`config.mk`:
```
export PLATFORM = sky130hd
export DESIGN_NAME = clk_div_gen
export DESIGN_NICKNAME = d
export VERILOG_FILES = /design/src/rtl/clk_div_pkg.sv /design/src/rtl/clk_div_gen.sv
export SDC_FILE = /design/constraint.sdc
export NUM_CORES = 1
export LEC_CHECK = 0
export ABC_AREA = 1
export CAP_MARGIN = 20
export CORE_UTILIZATION = 45
export DETAILED_ROUTE_END_ITERATION = 10
export GPL_ROUTABILITY_DRIVEN = 0
export GPL_TIMING_DRIVEN = 0
export PLACE_DENSITY = 0.7
export SYNTH_ARGS = -nofsm -noshare
export SYNTH_HDL_FRONTEND = slang
export SYNTH_SLANG_ARGS = --single-unit
```
`constraint.sdc`:
```
create_clock -name clk -period 4 [get_ports clk]
set_input_delay 1 -clock clk [delete_from_list [all_inputs] [get_ports clk]]
set_output_delay 1 -clock clk [all_outputs]
set_load 0.02 [all_outputs]
```
`src/rtl/clk_div_pkg.sv`:
```
// clk_div_pkg
// Shared types and constants for the programmable clock divider.
//   phase_t       : which half of the output period is in progress
//   DIV_W_DEFAULT : default width of the divisor / half-period counter
//   MIN_DIV       : smallest usable half-period (a captured 0 maps to this)
package clk_div_pkg;

    typedef enum logic {
        PH_LOW  = 1'b0,
        PH_HIGH = 1'b1
    } phase_t;

    localparam int unsigned DIV_W_DEFAULT = 32;
    localparam int unsigned MIN_DIV       = 1;

endpackage

```
`src/rtl/clk_div_gen.sv`:
```
// clk_div_gen
// Divides clk by an even, run-time-loadable ratio 2N and produces a 50 % duty
// square wave (custom_clk) plus a one-cycle tick on every rising edge.
// A newly loaded N only takes effect at the end of a full period (falling edge
// of custom_clk), so downstream logic never sees a runt pulse.
//
// Optional feature macro: CLK_DIV_PAUSE_EN adds the 'pause' input, which
// freezes the divider while still capturing loads.
//
// Ports:
//   clk        in   system clock (50 MHz on the board)
//   reset      in   asynchronous, active-high reset
//   div_value  in   [DIV_W] requested half-period N in clk cycles
//   div_load   in   single-cycle strobe capturing div_value
//   custom_clk out  divided clock, registered, period 2N
//   tick       out  one-clk pulse coincident with each custom_clk rise
//   load_ack   out  one-clk pulse when a new divisor becomes active
//   pause      in   hold everything (only with CLK_DIV_PAUSE_EN)
//   phase_dbg  out  current phase FSM state (0 = PH_LOW, 1 = PH_HIGH)
//
// Handshake: div_load is a fire-and-forget strobe (no ready); the last load
// before a period boundary wins and produces exactly one load_ack.
module clk_div_gen
    import clk_div_pkg::*;
#(
    parameter int unsigned DIV_W       = DIV_W_DEFAULT,
    parameter int unsigned DEFAULT_DIV = 25_000_000
) (
    input  logic             clk,
    input  logic             reset,
    input  logic [DIV_W-1:0] div_value,
    input  logic             div_load,
    output logic             custom_clk,
    output logic             tick,
    output logic             load_ack,
`ifdef CLK_DIV_PAUSE_EN
    input  logic             pause,
`endif
    output logic             phase_dbg
);

    localparam logic [DIV_W-1:0] ONE         = DIV_W'(1);
    localparam logic [DIV_W-1:0] DEFAULT_EFF =
        (DEFAULT_DIV < MIN_DIV) ? DIV_W'(MIN_DIV) : DIV_W'(DEFAULT_DIV);

    // A requested half-period of 0 would never terminate; clamp it.
    function automatic logic [DIV_W-1:0] eff_div(input logic [DIV_W-1:0] v);
        return (v == '0) ? DIV_W'(MIN_DIV) : v;
    endfunction

    phase_t           state_q, state_d;
    logic [DIV_W-1:0] cnt_q, cnt_d;
    logic [DIV_W-1:0] div_act_q, div_act_d;
    logic [DIV_W-1:0] div_pend_q, div_pend_d;
    logic             pend_vld_q, pend_vld_d;
    logic             clk_out_q, clk_out_d;
    logic             tick_q, tick_d;
    logic             ack_q, ack_d;
    logic             run;
    logic             at_end;

`ifdef CLK_DIV_PAUSE_EN
    assign run = ~pause;
`else
    assign run = 1'b1;
`endif

    // cnt never exceeds div_act-1, so equality is the only terminal test.
    assign at_end = (cnt_q == div_act_q - ONE);

    always_ff @(posedge clk or posedge reset) begin
        if (reset) begin
            state_q    <= PH_LOW;
            cnt_q      <= '0;
            div_act_q  <= DEFAULT_EFF;
            div_pend_q <= '0;
            pend_vld_q <= 1'b0;
            clk_out_q  <= 1'b0;
            tick_q     <= 1'b0;
            ack_q      <= 1'b0;
        end else begin
            state_q    <= state_d;
            cnt_q      <= cnt_d;
            div_act_q  <= div_act_d;
            div_pend_q <= div_pend_d;
            pend_vld_q <= pend_vld_d;
            clk_out_q  <= clk_out_d;
            tick_q     <= tick_d;
            ack_q      <= ack_d;
        end
    end

    always_comb begin
        state_d    = state_q;
        cnt_d      = cnt_q;
        div_act_d  = div_act_q;
        div_pend_d = div_pend_q;
        pend_vld_d = pend_vld_q;
        clk_out_d  = clk_out_q;
        tick_d     = 1'b0;
        ack_d      = 1'b0;

        // Loads are always captured, even while paused.
        if (div_load) begin
            div_pend_d = eff_div(div_value);
            pend_vld_d = 1'b1;
        end

        if (run) begin
            unique case (state_q)
                PH_LOW: begin
                    if (at_end) begin
                        state_d   = PH_HIGH;
                        cnt_d     = '0;
                        clk_out_d = 1'b1;
                        tick_d    = 1'b1;
                    end else begin
                        cnt_d = cnt_q + ONE;
                    end
                end
                PH_HIGH: begin
                    if (at_end) begin
                        // Period boundary: the only place div_act may change.
                        state_d   = PH_LOW;
                        cnt_d     = '0;
                        clk_out_d = 1'b0;
                        if (div_load) begin
                            // Same-cycle load bypasses the pending slot.
                            div_act_d  = eff_div(div_value);
                            pend_vld_d = 1'b0;
                            ack_d      = 1'b1;
                        end else if (pend_vld_q) begin
                            div_act_d  = div_pend_q;
                            pend_vld_d = 1'b0;
                            ack_d      = 1'b1;
                        end
                    end else begin
                        cnt_d = cnt_q + ONE;
                    end
                end
                default: begin
                    state_d = PH_LOW;
                end
            endcase
        end
    end

    assign custom_clk = clk_out_q;
    assign tick       = tick_q;
    assign load_ack   = ack_q;
    assign phase_dbg  = state_q;

endmodule

```
=== After elaboration in Yosys (flattened, before gate mapping) ===
Cells that the tools add are included.

* Add/sub/neg operators: 2
* Equal/unequal tests: 3
* Muxes and demuxes: 20
* Bitwise logic cells: 1
* Reduce and logical (&&, ||, !) cells: 4

{| class="wikitable"
|+ Operators with widths
! cell !! number
|-
| $mux 32 || 4
|-
| $add 32x1->32 const B || 1
|-
| $eq 32x32->1 || 1
|-
| $logic_not 32->1 || 1
|-
| $sub 32x1->32 const B || 1
|-
| $mux 1 || 14
|-
| $pmux 1 s2 || 2
|-
| $reduce_and 3->1 || 1
|-
| $ne 2x1->1 const B || 1
|-
| $ne 2x2->1 const B || 1
|-
| $reduce_and 2->1 || 1
|-
| $reduce_bool 2->1 || 1
|-
| $not 1->1 || 1
|}

* Flip-flop bits (word level): 101
* Output and inout bits: 4

=== Longest topological paths before layout ===
Gate-level depths: netlist of run 1.

* Depth after elaboration: 5
* Depth in mapped cells: 19
* Mapped depth without buffers: 19

=== Least setup slack after synthesis of run 1 ===
Ideal clock, no wire load.

* Path type: register -> register
* Start: register div_act_q[0]
* End: register clk_out_q (netlist: custom_clk)
* Arrival: 2.106 ns
* Required time: 3.923 ns
* Setup slack: 1.817 ns
* Cell stages (with the launch flop): 16
* Buffers on the path: 0
* Clock period less this slack: 2.183 ns
* Cell sequence: dfrtp_1 inv_1 ha_1 nand2_1 nor2_4 nand2_4 o21ai_0 nand2_1 nor2_1 nand3_1 nor2_1 nand2_1 ha_1 nor2_1 nor2_1 a21oi_1

* Longest elaborated chain between the ends: 4

{| class="wikitable"
|+ Ends and longest elaborated chain
! item !! line !! source
|-
| from (decl) || clk_div_gen.sv:53 || <nowiki>logic [DIV_W-1:0] div_act_q, div_act_d;</nowiki>
|-
| from (signal assigned) || clk_div_gen.sv:84 || <nowiki>div_act_q <= div_act_d;</nowiki>
|-
| $sub 32x1->32 (*) || clk_div_gen.sv:69 || <nowiki>assign at_end = (cnt_q == div_act_q - ONE);</nowiki>
|-
| $eq 32x32->1 (*) || clk_div_gen.sv:69 ||
|-
| $ne 2x2->1 (no source line) or $ne 2x1->1 (tied branches) || -- ||
|-
| $reduce_and 2->1 (no source line) (*) || -- ||
|-
| to (signal assigned) || clk_div_gen.sv:87 || <nowiki>clk_out_q <= clk_out_d;</nowiki>
|-
| to (decl) || clk_div_gen.sv:56 || <nowiki>logic clk_out_q, clk_out_d;</nowiki>
|}

Every way passes the cells marked *; elsewhere a longest branch is shown, timed or not.
A chain may end at the register's enable or synchronous reset.

=== Worst setup path after layout of run 1 ===
Ends and elaborated chain as after synthesis.

==> results_dict.tcl, run 1 <==
set metrics [dict create \
    cp-end-kind "flip-flop" \
    grt_max_degree 73 \
    fp-row-count 43 \
    design_area_um2 7490 \
    critPathKind "flip-flop to flip-flop" \
    die_w_um 123 \
    power.share.switching_pct 23.4 \
    cpPeakStageDelay_ns 0.43 \
    crit_chain "inv_1, ha_1, nand2_1, nor2_4, nand4_1, nand2_1, o21ai_0, nor2_1, nand2_1, nor2_1, nand2_1, ha_1, nor2_1, nor2_1, a21oi_1" \
    slowest_stage "dfrtp_1" \
    switching_power_uw 491 \
    synthAdderAreaFrac_pct 0.955 \
    firstDrtPassIters 7 \
    clock_tree.root_cell "clkbuf_16" \
    synth.distinct_cells 32 \
    yosys-mux-area-fraction_pct 0 \
    cts_made_buffers 9 \
    syn_nets 1008 \
    antenna_found_initial 0 \
    synth_compound_area_share_pct 4.07 \
    min_path_type "flip-flop to flip-flop" \
    grt_pass1_wl_um 29600 \
    cts_sinks 101 \
    ctsResizeCount 0 \
    final_cell_mix "nand2_1, nor2_1, inv_1" \
    core_um2 14000 \
    cp.arrival_ns 3.34 \
    synth_top_family_by_area "simple AND/OR/NAND/NOR gates" \
    vias_per_cell 5.18 \
    placed_area_um2 7180 \
    mappedNetlistArea_um2 6550 \
    dieArea_um2 15100 \
    grt_setup_unrepaired "false" \
    final_util_pct 53.4 \
    cp_max_fo 10 \
    worst_slew_pin_slew_ns 0.719 \
    hold_viol_final 0 \
    fin_nets 1057 \
    synth_xor_area_share_pct 6.01 \
    vias 6231 \
    overflow 0 \
    die_h_um 123 \
    synthToLayoutAreaGrowth_pct 14.3 \
    wl_um 17400 \
    startpoint_type "flip-flop" \
    power.density_nw_per_um2 280 \
    io_buffers 37 \
    p_comb_share_pct 5.3 \
    pwr-share-seq_pct 50.3 \
    power_uw 2100 \
    setup_violations 0 \
    cts_buffer_depth 2 \
    avgSynthCellArea_um2 6.77 \
    status "finished, final reports clean" \
    clk_pin_slew_ns 0.07 \
    drc 0 \
    p_int_uw 1610 \
    yosys.area_share.simple_pct 40.5 \
    final_common_cell "nand2_1" \
    clk_latency_ns 0.36 \
    cp.required_ns 4.28 \
    slew_headroom_pct 51.9 \
    ys_seq_area_share_pct 38.8 \
    h-tree-depth 3 \
    cts_setup_buffers 0 \
    diodes 0 \
    post-route-period-util_pct 76.5 \
    fin_crit_ns 3.06 \
    synth_seq_cells 101 \
    peakVddDrop_uv 384 \
    cts-hold-fix-buffers 0 \
    io_pins 39 \
    dp_hpwl_um 13600 \
    maxSlewViolCount 0 \
    drive_gt1_share_pct 6.56 \
    ant_nets 0 \
    fin_skew_ns 0.00745 \
    p_clk_share_pct 44.4 \
    yosysWarnings 0 \
    synth_cells 968 \
    grt_pass1_vias 5916 \
    layoutNonFillerInstCount 1202 \
    start_util_pct 46.7 \
    place_inst 1186 \
    cts_tree "built" \
    drt_iter0_drc 558 \
    max_freq_mhz 327 \
    wl_per_cell_um 14.5 \
    grtUsageTotal_pct 26.0 \
    maxCapViolCount 0 \
    p_leak_uw 0.00392 \
]
==> per-layer routing <==
layer	vias to the layer above	GRT usage (%)	share of wire, %
met5	-	0	0
met4	0	6.55	1.5
met3	17	4.69	8.2
met2	218	40.5	45
met1	2850	37.0	46
li1	3146	-	-
==> synthesized netlist by cell type, drive strengths merged <==
master	n	area [um^2]
a21oi	8	40.0
clkbuf	11	41.3
dfstp	12	315
nand3	51	255
or2	4	25.0
nand4	54	338
a211oi	1	7.51
nor3	22	110
nand2	313	1200
inv	132	495
nand2b	1	6.26
dfrtp	89	2230
nor2	149	607
nand3b	9	67.6
buf	12	90.1
o21ai	36	180
xor2	32	280
and3	2	12.5
xnor2	13	114
clkinv	1	5.00
o41ai	1	8.76
o21bai	4	30.0
nor4	6	37.5
ha	5	62.6
==> state kept, by name (all words and copies together), names as in the netlist <==
register    cells
load_ack        1
pend_vld_q      1
custom_clk      1
tick            1
div_pend_q     32
cnt_q          32
div_act_q      32
phase_dbg       1
==> metrics by stage <==
stage	setup TNS, ns	hold slack [ns]	setup slack [ns]
2_1_floorplan	0	0.438	0.373
3_3_place_gp	-107.56	0.458	-1.20
3_5_place_dp	0	0.458	1.07
4_1_cts	0	0.477	1.07
5_1_grt	0	0.491	0.776
6_report	0	0.470	0.939
==> final cells by class <==
type | count | area, um^2
fill | 1389 | 6550
multi-input combinational | 711 | 3380
sequential | 101 | 2540
inverter | 133 | 503
timing repair buffer | 38 | 398
clock buffer | 10 | 239
tap | 180 | 225
buffer | 23 | 131
clock inverter | 6 | 75.1
==> power groups by stage <==
stage	Combinational [uW]	Sequential, uW	Clock, uW
2_1_floorplan	55.5	1070	0
4_1_cts	113	1060	953
3_5_place_dp	113	1080	0
3_3_place_gp	108	1080	0
6_report	110	1060	934
5_1_grt	128	1060	996
==> logic make-up after synthesis <==
logic type,Yosys count
xor gates and xnor gates,45
AOI/OAI and AO/OA,50
adders and majority gates,5
buffers and inverters,156
DFF,101
and+or+nand+nor,611
==> worst max-delay path: cells and delay by family (launching register included) <==
kind                       cells  cell delay (ns)
buffers and inverters          1             0.12
DFF                            1             0.43
and+or+nand+nor               10             1.75
AOI/OAI and AO/OA              2             0.21
adders and majority gates      2             0.46
==> path summary, 6_finish.rpt <==
kind,from,to,slack (ns),cells past startpoint
max in group asynchronous,reset,div_act_q[20],2.27,3
hold / removal,div_pend_q[3],div_pend_q[3],0.47,2
setup reg to reg,div_act_q[0],custom_clk,0.94,15
hold reg to reg,div_pend_q[3],div_pend_q[3],0.47,2
min in group asynchronous,reset,cnt_q[15],1.00,2
setup / recovery,div_act_q[0],custom_clk,0.94,15
(Power assumes the default switching activity.)
==> run 2, diff against run 1 <==
==> constraint.sdc (replaced) <==
create_clock -name clk -period 3.2 [get_ports clk]
set_input_delay 0.8 -clock clk [delete_from_list [all_inputs] [get_ports clk]]
set_output_delay 0.8 -clock clk [all_outputs]
set_load 0.02 [all_outputs]
==> run 2 against run 1 <==
  * Routed wire length up 1.6%
  * Die area unchanged
  * Count of clock-buffer cells in the layout up 1
  * Design area down 0.35%
  * Core utilization down 0.19 points
  * Critical path type unchanged
  * Critical endpoint unchanged
==> results_dict.tcl, run 2 (same netlist as run 1, synthesis figures left out) <==
set metrics [dict create \
    hold_viol_final 0 \
    grt_setup_unrepaired "false" \
    min_path_type "flip-flop to flip-flop" \
    final_cell_mix "nand2_1, nor2_1, inv_1" \
    diodes 0 \
    drt_iter0_drc 580 \
    slowest_stage "dfrtp_1" \
    cts_tree "built" \
    overflow 0 \
    dp_hpwl_um 13900 \
    grt_pass1_wl_um 29700 \
    worst_slew_pin_slew_ns 0.753 \
    critical_path_buf_inv_count 1 \
    cts_buffer_depth 2 \
    setup_tns_ns 0 \
    die_h_um 123 \
    rr_endpoint "custom_clk" \
    grt_pass1_vias 6063 \
    cp.arrival_ns 3.23 \
    hold_depth 2 \
    start_util_pct 46.7 \
    crit_top_cell "nor2_1" \
    io_pins 39 \
    wl_per_cell_um 14.7 \
    firstDrtPassIters 5 \
    cts_setup_buffers 0 \
    fin_skew_ns 0.0124 \
    vias_per_cell 5.22 \
    core_um2 14000 \
    ant_nets 0 \
    grt_max_degree 44 \
    setup_violations 0 \
    cp-end-kind "flip-flop" \
    crit_chain "nor2_1, nand2_1, nor2_1, buf_4, nand2_2, nor2_1, nand2_1, nand2_1, nand2_1, nor2_1, nand2_1, nor2_1, nand2_2, ha_1, nor2_1, nor2_1, a21oi_1" \
    slew_headroom_pct 49.6 \
    fin_crit_ns 2.94 \
    clk_pin_slew_ns 0.07 \
    antenna_found_initial 0 \
    fin_nets 1058 \
    cpPeakStageDelay_ns 0.43 \
    maxSlewViolCount 0 \
    ff2ff_setup_slack_ns 0.26 \
    whs_endpoint "div_pend_q[2]" \
    crit_family "simple AND/OR/NAND/NOR gates" \
    cp_max_fo 10 \
    startpoint_type "flip-flop" \
    peakVddDrop_uv 291 \
    io_buffers 37 \
    dieArea_um2 15100 \
    finalWorstSetupSlack_ns 0.256 \
    r2r.worst_path.cells 17 \
    status "finished, final reports clean" \
    die_w_um 123 \
    cts_sinks 101 \
    max_freq_mhz 340 \
    synthToLayoutAreaGrowth_pct 13.9 \
    hp-start "div_pend_q[2]" \
    preCtsSetupSlack_ns 0.300 \
    clk_latency_ns 0.37 \
    worst_r2r_startpoint "div_act_q[2]" \
    post-route-period-util_pct 92.0 \
    cp.required_ns 3.49 \
    clock_tree.root_cell "clkbuf_16" \
    largestRegisters "cnt_q (32), div_act_q (32), div_pend_q (32)" \
    p_leak_uw 0.00391 \
    critPathKind "flip-flop to flip-flop" \
    cts_made_buffers 9 \
    maxCapViolCount 0 \
    power.density_nw_per_um2 335 \
    vias 6274 \
    drc 0 \
    grtUsageTotal_pct 26.1 \
    h-tree-depth 3 \
    drive_gt1_share_pct 6.55 \
    wl_um 17700 \
    fp-row-count 43 \
    final_common_cell "nand2_1" \
    num-fill-cells 1397 \
]
run 2: cell types whose count changed in the layout (fill, tap and decap cells not counted):
cell / delta
buf_12: +2
buf_16: -1
bufinv_16: -1
clkbuf_1: +2
clkbuf_8: -1
clkinv_2: +2
clkinv_4: +2
inv_4: -1
inv_6: -3
nand2_1: -1
nand2_2: +1
run 2: worst reg2reg max path, cell delays in order, from the launching register on:
cell and delay [ns]:
dfrtp_1 0.43, nor2_1 0.11, nand2_1 0.14, nor2_1 0.18, buf_4 0.22, nand2_2 0.10, nor2_1 0.11, nand2_1 0.06
nand2_1 0.12, nand2_1 0.09, nor2_1 0.09, nand2_1 0.07, nor2_1 0.38, nand2_2 0.24, ha_1 0.24, nor2_1 0.14
nor2_1 0.06, a21oi_1 0.11
run 2: worst max path at each step:
| stage | from | cells past startpoint | end | slack, ns |
|---|---|---|---|---|
| floorplan | div_act_q[0] | 15 | custom_clk | 1.02 |
| global placement | reset | 2 | cnt_q[22] | 0.16 |
| detailed placement | div_act_q[2] | 17 | custom_clk | 0.30 |
| CTS | div_act_q[2] | 17 | custom_clk | 0.30 |
| global route | div_act_q[8] | 16 | custom_clk | 0.002 |
| finish | div_act_q[2] | 17 | custom_clk | 0.26 |
run 2: metrics by stage:
step,hold WS [ns],total power [uW],cells,cell area (um^2),util (%)
final,0.479,2510,1203,7470,53.2
after global routing,0.493,2600,1203,7470,53.2
after CTS,0.478,2530,1203,7460,53.2
after detailed placement,0.462,1490,1187,7190,51.2
after global placement,0.459,1480,1185,7150,50.9
after floorplan,0.438,1410,968,6560,-
run 2: layout make-up:
type	count	area [um^2]	area share, %
Clock buffer	11	233	3.12
Timing Repair Buffer	39	410	5.50
Buffer	23	131	1.76
Inverter	133	504	6.75
Tap cell	180	225	3.02
Multi-Input combinational cell	711	3380	45.3
Clock inverter	5	38.8	0.519
Sequential cell	101	2540	34.0
run 2: metal layers:
layer	up-vias	wire, um	global-route usage, %
li1	3149	-	-
met1	2885	8140	36.2
met2	204	7710	39.4
met3	36	1390	6.60
met4	0	464	9.22
met5	-	0	0
run 2: repair_timing:
| action | 4_1_cts | 5_1_grt |
|---|---|---|
| resized for setup | 0 | 1 |
| hold buffers | 0 | 0 |
| endpoints found under the setup margin | 0 | 1 |
run 2: report_power, final:
part | switching [uW] | internal [uW]
logic | 80.7 | 59.3
clock network | 510 | 534
registers | 9.37 | 1310
total | 600 | 1910
==> run 3, diff against run 2 <==
--- a/config.mk
+++ b/config.mk
@@ -5,13 +5,12 @@
 export SDC_FILE = /design/constraint.sdc
 export NUM_CORES = 1
 export LEC_CHECK = 0
-export ABC_AREA = 1
 export CAP_MARGIN = 20
 export CORE_UTILIZATION = 45
 export DETAILED_ROUTE_END_ITERATION = 10
 export GPL_ROUTABILITY_DRIVEN = 0
 export GPL_TIMING_DRIVEN = 0
-export PLACE_DENSITY = 0.7
+export PLACE_DENSITY = 0.71
 export SYNTH_ARGS = -nofsm -noshare
 export SYNTH_HDL_FRONTEND = slang
 export SYNTH_SLANG_ARGS = --single-unit
==> constraint.sdc (replaced) <==
create_clock -name clk -period 2.8 [get_ports clk]
set_input_delay 0.7 -clock clk [delete_from_list [all_inputs] [get_ports clk]]
set_output_delay 0.7 -clock clk [all_outputs]
set_load 0.02 [all_outputs]
==> run 3 against run 2 <==
  * The flow now finishes with violations (design-rule violations, negative setup slack)
  * Count of clock-buffer cells in the layout grew 1
  * Largest power group unchanged
  * Largest cell class unchanged
  * Die area shrank 17%
  * Sequential share of layout area grew 3.4 points
  * Total power grew 16%
  * Combinational power grew 24%
  * Critical path type unchanged
  * Critical path depth shrank 8
  * Worst hold slack gained 0.022 ns
  * Register-to-register slack lost 0.89 ns
==> results_dict.tcl, run 3 <==
set metrics [dict create \
    maxSlewViolCount 0 \
    hp-start "div_pend_q[18]" \
    largestRegisters "cnt_q (32), div_act_q (32), div_pend_q (32)" \
    final_common_cell "dfrtp_1" \
    pwr-share-seq_pct 52.3 \
    fin_crit_ns 3.43 \
    maxCapViolCount 0 \
    overflow 0 \
    finalWorstSetupSlack_ns -0.630 \
    synth_area_leader_cell "dfrtp_1" \
    drt_iter0_drc 219 \
    dp_hpwl_um 8670 \
    vias 3920 \
    whs_endpoint "div_pend_q[18]" \
    die_w_um 112 \
    grt_max_degree 45 \
    cts_sinks 101 \
    hold-worst-slack_ns 0.501 \
    dieArea_um2 12500 \
    vias_per_cell 5.56 \
    yosys.area.top_type_share_pct 41.2 \
    layoutNonFillerInstCount 705 \
    failed_checks "design-rule violations, negative setup slack" \
    cts_made_buffers 9 \
    syn_nets 531 \
    yosysMostFrequentCell "dfrtp_1" \
    start_util_pct 46.8 \
    wl_per_cell_um 17.2 \
    cp_max_fo 10 \
    yosysWarnings 0 \
    seq_area_um2 2550 \
    worst_r2r_startpoint "div_act_q[10]" \
    post-route-period-util_pct 123 \
    synth_seq_cells 101 \
    placed_area_um2 6040 \
    grt_setup_unrepaired "true" \
    synthToLayoutAreaGrowth_pct 25.9 \
    setup_violations 69 \
    startpoint "div_act_q[10]" \
    final_cell_mix "dfrtp_1, nor2_1, clkdlybuf4s50_1" \
    avgSynthCellArea_um2 11.0 \
    h-tree-depth 3 \
    clk_latency_ns 0.35 \
    ff2ff_setup_slack_ns -0.63 \
    hold_depth 1 \
    startpoint_type "flip-flop" \
    drc 2 \
    p_leak_uw 0.00300 \
    worst_slew_pin_slew_ns 0.596 \
    power.share.switching_pct 22.2 \
    p_clk_share_pct 41.7 \
    rr_endpoint "div_act_q[31]" \
    antenna_found_initial 0 \
    die_h_um 112 \
    fin_nets 597 \
    fp-row-count 39 \
    wl_um 12100 \
    switching_power_uw 644 \
    synth_flop_cell "dfrtp_1" \
    status "complete, but fails checks" \
    grtUsageTotal_pct 21.2 \
    grt_pass1_wl_um 20600 \
    synth_area_leaders "dfrtp_1, mux2_4, mux2_2, dfstp_2, xor2_1" \
    preCtsSetupSlack_ns -1.01 \
    min_path_type "flip-flop to flip-flop" \
    p_comb_share_pct 6.0 \
    final_util_pct 58.9 \
    ys_seq_area_share_pct 47.0 \
    cp.required_ns 3.04 \
    firstDrtPassIters 7 \
    mappedNetlistArea_um2 5410 \
    fin_skew_ns 0.00682 \
    synth.distinct_cells 56 \
    design_area_um2 6810 \
    critPathKind "flip-flop to flip-flop" \
    ant_nets 0 \
    peakVddDrop_uv 395 \
    place_inst 673 \
    max_freq_mhz 292 \
    power.density_nw_per_um2 425 \
    synth-async-reset-ratio_pct 100 \
    core_um2 11600 \
    multiInputGateArea_um2 2950 \
    hold_viol_final 0 \
    io_pins 39 \
    cp.arrival_ns 3.67 \
    slew_headroom_pct 60.3 \
    num-fill-cells 952 \
    io_buffers 37 \
    drive_gt1_share_pct 29.4 \
    clk_pin_slew_ns 0.07 \
    diodes 0 \
    cp-end-kind "flip-flop" \
    clock_tree.root_cell "clkbuf_16" \
    synth_common_cells "dfrtp_1, nor2_1, xor2_1" \
    synth-edff-count 0 \
    grt_pass1_vias 4178 \
    cts_buffer_depth 2 \
    p_int_uw 2250 \
    r2r.worst_path.cells 9 \
    cts_tree "built" \
    synth_cells 491 \
]
## run 3: cell count changes after synthesis, sizes merged, moves of 20 or more
cell	previous run	this run
nand2	313	25
inv	132	8
nor2	149	58
mux2	0	63
nand4	54	9
nand3	51	19
o21ai	36	5
xnor2	13	33
## run 3: repair_timing
action / CTS / global route
setup endpoints to repair: 69 / 69
resized for setup: 60 / 14
gates cloned: 3 / 1
buffers inserted: 10 / 5
pin swaps: 25 / 7
hold buffers: 0 / 0
## run 3: final cells by class
type	count	share of cell area (%)
Sequential cell	101	37.4
Clock buffer	12	3.77
Timing Repair Buffer	58	9.24
Tap cell	143	2.63
Multi-Input combinational cell	363	43.3
Inverter	8	0.607
Buffer	16	2.61
Clock inverter	4	0.441
## run 3: cell families (layout without fill, tap and decap cells)
family / count (synthesis) / count (layout) / share of synthesized area [%]
simple gates: 193 / 193 / 19.0
buf+inv: 27 / 98 / 2.31
xor+xnor: 68 / 68 / 11.0
compound gates: 32 / 32 / 3.98
flops: 101 / 101 / 47.0
fa+ha+maj: 5 / 5 / 1.16
mux: 65 / 65 / 15.6
## run 3: critical path: stages (launching register included)
cell     delay, ns
dfrtp_2       0.41
or3_4         0.41
or4b_4        0.55
or3_4         0.36
a211o_1       0.24
nand3_1       0.08
and4b_1       0.20
or4b_4        0.57
buf_8         0.20
mux2_4        0.29
## run 3: power by group through the flow
stage / combinational [uW] / sequential, uW / clock, uW
final: 173 / 1510 / 1210
after global routing: 191 / 1520 / 1290
after CTS: 178 / 1520 / 1230
after floorplan: 90.3 / 1540 / 0
after detailed placement: 177 / 1540 / 0
after global placement: 164 / 1540 / 0
## run 3: per-layer routing
metal  vias up  global-route usage [%]  part of all wire [%]
li1       1872                       -                     -
met1      1949                    26.9                    45
met5         -                       0                     0
met4         0                    6.94                   1.5
met3        17                    5.39                   3.9
met2        82                    35.2                    49
## run 3: how the worst max path moves through the flow
stage                          endpoint  slack [ns]  cells after the start
after floorplan            div_act_q[0]       -0.46                     10
after global placement    div_act_q[30]       -0.90                     11
after detailed placement  div_act_q[29]       -1.01                     11
after CTS                 div_act_q[25]       -0.67                     10
after global routing      div_act_q[17]       -0.74                      9
final                     div_act_q[31]       -0.63                      9
## run 3: stage by stage
stage	TNS [ns]	total power, uW
2_1_floorplan	-14.40	1630
3_3_place_gp	-46.12	1710
3_5_place_dp	-48.86	1720
4_1_cts	-29.59	2920
5_1_grt	-35.45	3000
6_report	-27.01	2900
